==> src/rtl/sysid_arb_pkg.sv <==
// sysid_arb_pkg: shared types and constants for the two-master sysid arbiter
package sysid_arb_pkg;
    localparam int DATA_W_DEFAULT = 32;
    localparam logic ADDR_ID = 1'b0;
    localparam logic ADDR_TS = 1'b1;
    typedef enum logic [1:0] {IDLE, CAPTURE, RESP} state_t;
endpackage

==> src/rtl/sysid_arb_pick.sv <==
// sysid_arb_pick: 2-way winner selection, one-hot or zero grant
module sysid_arb_pick (
    input  logic [1:0] req,
    input  logic       last_grant,
    output logic [1:0] grant
);
    // on a tie the master other than last_grant wins; a lone request wins outright
    always_comb grant = (&req) ? (last_grant ? 2'b01 : 2'b10) : req;
endmodule

==> src/rtl/sysid_arbiter.sv <==
// sysid_arbiter: shares one sysid control slave between two read masters.
// SYSID_ARB_ROUND_ROBIN_EN selects round-robin; default build is fixed priority to master 0.
module sysid_arbiter
    import sysid_arb_pkg::*;
#(
    parameter int DATA_W = DATA_W_DEFAULT
) (
    input  logic              clock,
    input  logic              reset_n,
    input  logic              m0_read,
    input  logic              m0_address,
    output logic              m0_waitrequest,
    output logic              m0_readdatavalid,
    output logic [DATA_W-1:0] m0_readdata,
    input  logic              m1_read,
    input  logic              m1_address,
    output logic              m1_waitrequest,
    output logic              m1_readdatavalid,
    output logic [DATA_W-1:0] m1_readdata,
    output logic              s_address,
    input  logic [DATA_W-1:0] s_readdata
);
    state_t state, state_nx;
    logic addr, id, accept, last_grant;
    logic [1:0] grant;
    logic [DATA_W-1:0] data;

`ifdef SYSID_ARB_ROUND_ROBIN_EN
    // remember the most recent winner so the other master wins the next tie
    always_ff @(posedge clock) begin
        if (!reset_n) last_grant <= 1'b1;
        else if (accept) last_grant <= grant[1];
    end
`else
    assign last_grant = 1'b1;
`endif

    sysid_arb_pick u_pick (
        .req        ({m1_read, m0_read}),
        .last_grant (last_grant),
        .grant      (grant)
    );

    // state register
    always_ff @(posedge clock) begin
        if (!reset_n) state <= IDLE;
        else state <= state_nx;
    end

    // latch winner and address on accept, capture slave data in CAPTURE
    always_ff @(posedge clock) begin
        if (!reset_n) begin
            addr <= ADDR_ID;
            id   <= 1'b0;
            data <= '0;
        end else begin
            if (accept) begin
                addr <= (grant[1] ? m1_address : m0_address) == ADDR_TS;
                id   <= grant[1];
            end
            if (state == CAPTURE) data <= s_readdata;
        end
    end

    // next state and per-state outputs
    always_comb begin
        state_nx         = state;
        accept           = 1'b0;
        s_address        = ADDR_ID;
        m0_readdatavalid = 1'b0;
        m1_readdatavalid = 1'b0;
        case (state)
            IDLE: if (|grant) begin
                state_nx = CAPTURE;
                accept   = 1'b1;
            end
            CAPTURE: begin
                state_nx  = RESP;
                s_address = addr;
            end
            RESP: begin
                state_nx         = IDLE;
                m0_readdatavalid = reset_n && !id;
                m1_readdatavalid = reset_n && id;
            end
            default: state_nx = IDLE;
        endcase
    end

    assign m0_waitrequest = !(reset_n && accept && grant[0]);
    assign m1_waitrequest = !(reset_n && accept && grant[1]);
    assign m0_readdata    = data;
    assign m1_readdata    = data;
endmodule

==> config.mk <==
export PLATFORM = sky130hd
export DESIGN_NAME = sysid_arbiter
export DESIGN_NICKNAME = d
export VERILOG_FILES = /design/src/rtl/sysid_arb_pkg.sv /design/src/rtl/sysid_arb_pick.sv /design/src/rtl/sysid_arbiter.sv
export SDC_FILE = /design/constraint.sdc
export NUM_CORES = 1
export LEC_CHECK = 0
export CORE_ASPECT_RATIO = 1.5
export CORE_UTILIZATION = 45
export DETAILED_ROUTE_END_ITERATION = 8
export DONT_BUFFER_PORTS = 1
export GPL_ROUTABILITY_DRIVEN = 0
export PLACE_DENSITY = 0.64
export SLEW_MARGIN = 25
export SYNTH_ARGS = -nofsm -noshare
export SYNTH_HDL_FRONTEND = slang
export SYNTH_SLANG_ARGS = --single-unit
export TNS_END_PERCENT = 1
==> constraint.sdc <==
create_clock -name clock -period 1.2 [get_ports clock]
set_input_delay 0.12 -clock clock [delete_from_list [all_inputs] [get_ports clock]]
set_output_delay 0.12 -clock clock [all_outputs]
set_load 0.005 [all_outputs]
==> Implementation_results.wiki, run 1 <==
{| class="wikitable"
! Metric !! Value
|-
| Status || finished clean
|-
| Fill cells || roughly 280
|-
| Setup Skew || roughly 3.6 ps
|-
| Net count after synthesis || between 200 and 250
|-
| Worst rel slew slack || between 80% and 90%
|-
| Arrival time of data at the critical path endpoint || roughly 1100 ps
|-
| Final Routed Wirelength || around 3400 µm
|-
| Power per standard cell area || 1400 nW/µm²
|-
| Post-route standard cell area excluding fillers || 1840 µm²
|-
| DR vias || 1235
|-
| Setup repair after global routing missed its margin || true
|-
| Skew-Pair Late Insertion Delay || ~280 ps
|-
| First-pass GRT wire length || 5060 µm
|-
| Die outline area || approximately 3700 µm²
|-
| Maxcap violations || 0
|-
| Clock Sink Count || 36
|-
| Post-route clock period utilization || slightly below 100%
|-
| Clock-pin slew on the worst setup and hold paths || about 70 ps
|-
| R2r endpoint || m0_readdata[24]$_SDFFE_PN0N_
|-
| Cell chosen for the clock root || clkbuf_8
|-
| Maximum number of pins on one net before global-route repair || 22
|-
| Height of the die || around 74 µm
|-
| Horizontal die dimension || around 50 µm
|-
| Starting utilization of the core area || a little under half
|-
| Number of core rows || 25
|-
| Count of pins on the block boundary || 107
|-
| Final Max Slew Viols || 0
|-
| Synth-to-Final Area Change || 19.2%
|-
| Reg2reg start || state[0]$_SDFFE_PN0P_
|-
| Number of distinct library cells after synthesis || 20
|-
| Dominant cell by count in the synthesized netlist || nand2_1
|-
| Post-synth top cells || nand2_1, buf_4, dfxtp_1, a21oi_1, buf_2
|-
| Number of buffers between clock root and the deepest sink || 2
|-
| Reg-to-reg setup timing slack || 120 ps
|-
| Final total power || roughly 2600 µW
|-
| Period minus WS final || 1190 ps
|-
| Number of flip-flops and latches in the synthesized netlist || 36
|-
| Sum of negative setup slack || 0 ps
|-
| TritonCTS clock tree || yes
|-
| Share of layout cells above drive strength 1 || 10.4%
|-
| Count of endpoints failing hold in the final timing report || 0
|-
| Worst Hold Path Cells || 2
|-
| Leading post-synthesis cells by cell area || dfxtp_1, buf_4, nand2_1
|-
| Biggest area consumer among synthesized cells || dfxtp_1
|-
| Leakage dissipation || around 0.0007 µW
|-
| Worst Path Max Fanout || 19
|-
| Capturing element type of the critical path || output port
|-
| Antenna diode count || 0
|-
| Worst-Margin Slew || approximately 220 ps
|-
| Count of warnings emitted by yosys || 0
|-
| Average footprint of a synthesized cell || 7.98 µm²
|-
| Worst R2R Path Depth || 4
|-
| Placed wire-length estimate after detailed placement || 2100 µm
|-
| IO buf count || 0
|-
| Dominant register cell in the synthesized netlist || dfxtp_1
|-
| Share of flip-flops with an asynchronous set or reset after synthesis || 0%
|-
| Min-Delay Endpoint || id$_SDFFE_PN0P_
|-
| Via count of the first global-routing pass || 1199
|-
| NumNets Final || 238
|-
| Cell area after placement || between 1000 and 1500 µm²
|-
| Number of routed nets with antenna violations || 0
|-
| Number of buffers added by the clock tree synthesis step || 5
|-
| Routed WL per cell || around 14 µm
|-
| Overflow after GRT || 0
|-
| Total global-route track usage || between 10% and 20%
|-
| Kind of critical path || flip-flop to output port
|-
| Sequential area share after synthesis || approximately 47%
|-
| Number of enable flip-flop cells after synthesis || 0
|-
| Initial antenna violation count || 0
|-
| Worst hold path type || primary input to flip-flop
|-
| Setup-failing EPs final || 0
|-
| Average via count per standard cell || between 5 and 6
|-
| Initial DRC Count || 17
|-
| Core outline area || between 3000 and 4000 µm²
|-
| Number of buffers inserted by post-CTS setup repair || 0
|-
| Worst hold start || m1_read
|-
| Deepest level of the CTS H-tree || 2
|-
| Post-Route Utilization || 57.0%
|-
| Syn Std Cell Area || 1540 µm²
|-
| Highest clock rate || approximately 840 MHz
|-
| Worst supply voltage drop on vdd || around 900 µV
|-
| Yosys top cell area share || a little under half
|-
| Iteration count of the initial detailed-routing pass || 4
|-
| Gate Count Post-Synth || 193
|-
| CP startpoint kind || flip-flop
|-
| Worst EP required || approximately 1100 ps
|-
| DRC viols || 0
|}
## cells in the final DEF, fill, tap and decap left out, drive strengths merged
| master | netlist | final |
|---|---|---|
| o21ai | 1 | 1 |
| mux2i | 1 | 1 |
| o211a | 1 | 1 |
| dlygate4sd3 | 0 | 35 |
| a21oi | 33 | 33 |
| a221oi | 1 | 1 |
| and4b | 1 | 1 |
| nand3 | 1 | 1 |
| clkinv | 1 | 1 |
| inv | 1 | 1 |
| nor2b | 1 | 1 |
| nand2b | 2 | 2 |
| clkbuf | 3 | 8 |
| nor2 | 3 | 3 |
| dfxtp | 36 | 36 |
| nor4b | 1 | 1 |
| a211oi | 1 | 1 |
| nand4b | 1 | 1 |
| buf | 40 | 8 |
| nand2 | 64 | 64 |
## layer usage
metal  GRT usage [%]  up-vias  share of wire [%]
li1                -      598                  -
met1            15.0      551                 35
met2            35.6       75                 54
met3            9.11       11                8.2
met4            11.1        0                2.1
met5               0        -                  0
## kinds of logic after synthesis
| family | synth area share, % |
|---|---|
| AOI/OAI and AO/OA | 12.8 |
| muxes | 0.650 |
| and+or+nand+nor | 19.7 |
| DFF | 46.8 |
| buffers and inverters | 20.1 |
## stage by stage
step | setup slack (ps) | hold WS, ps | instances
after floorplan | 183 | 217 | 193
after global placement | 188 | 219 | 198
after detailed placement | 128 | 228 | 198
after CTS | -15.3 | 61.2 | 241
after global routing | -67.9 | 106 | 241
final | 13.0 | 81.3 | 241
## state kept, by name (all words and copies together), names as in the netlist
register	flops
id	1
state	2
m0_readdata	32
addr	1
## cell type report
type	instances	area (µm²)	share of cell area [%]
Tap cell	40	50.0	2.73
Inverter	2	7.51	0.409
Sequential cell	36	723	39.4
Timing Repair Buffer	43	427	23.2
Clock buffer	8	90.1	4.91
Multi-Input combinational cell	112	538	29.3
## repair_timing
item	CTS	global route
hold buffers	35	0
endpoints found under the setup margin	4	4
pin swaps	1	1
gates resized for setup	5	3
hold endpoints to repair	34	0
## critical path: stages (launching register included)
cell and delay [ps]:
dfxtp_2 350, nand2b_1 170, buf_6 170, nor2_4 90
## power by group
part           internal, µW  leakage, µW  switching, µW  total, µW
clock                   468    0.0000455            383        851
combinational           177     0.000346            170        347
sequential             1270     0.000295           88.5       1360
total                  1920     0.000686            642       2560
## worst max-delay path by stage
stage / from / to / cells past startpoint
global placement: state[0]$_SDFFE_PN0P_ / m0_readdata[5]$_SDFFE_PN0N_ / 4
CTS: state[1]$_SDFFE_PN0P_ / m1_waitrequest / 3
finish: state[1]$_SDFFE_PN0P_ / s_address / 3
detailed placement: state[1]$_SDFFE_PN0P_ / m0_readdata[24]$_SDFFE_PN0N_ / 4
floorplan: state[1]$_SDFFE_PN0P_ / addr$_SDFFE_PN0P_ / 3
global route: state[1]$_SDFFE_PN0P_ / m1_waitrequest / 3
No activity file was read; power rests on OpenSTA's default activity.
==> run 2: changes to the inputs <==
- CTS_CLUSTER_DIAMETER: unset -> 120
==> results of run 2 <==
No change in the layout: final DEF, timing and power equal those of run 1.
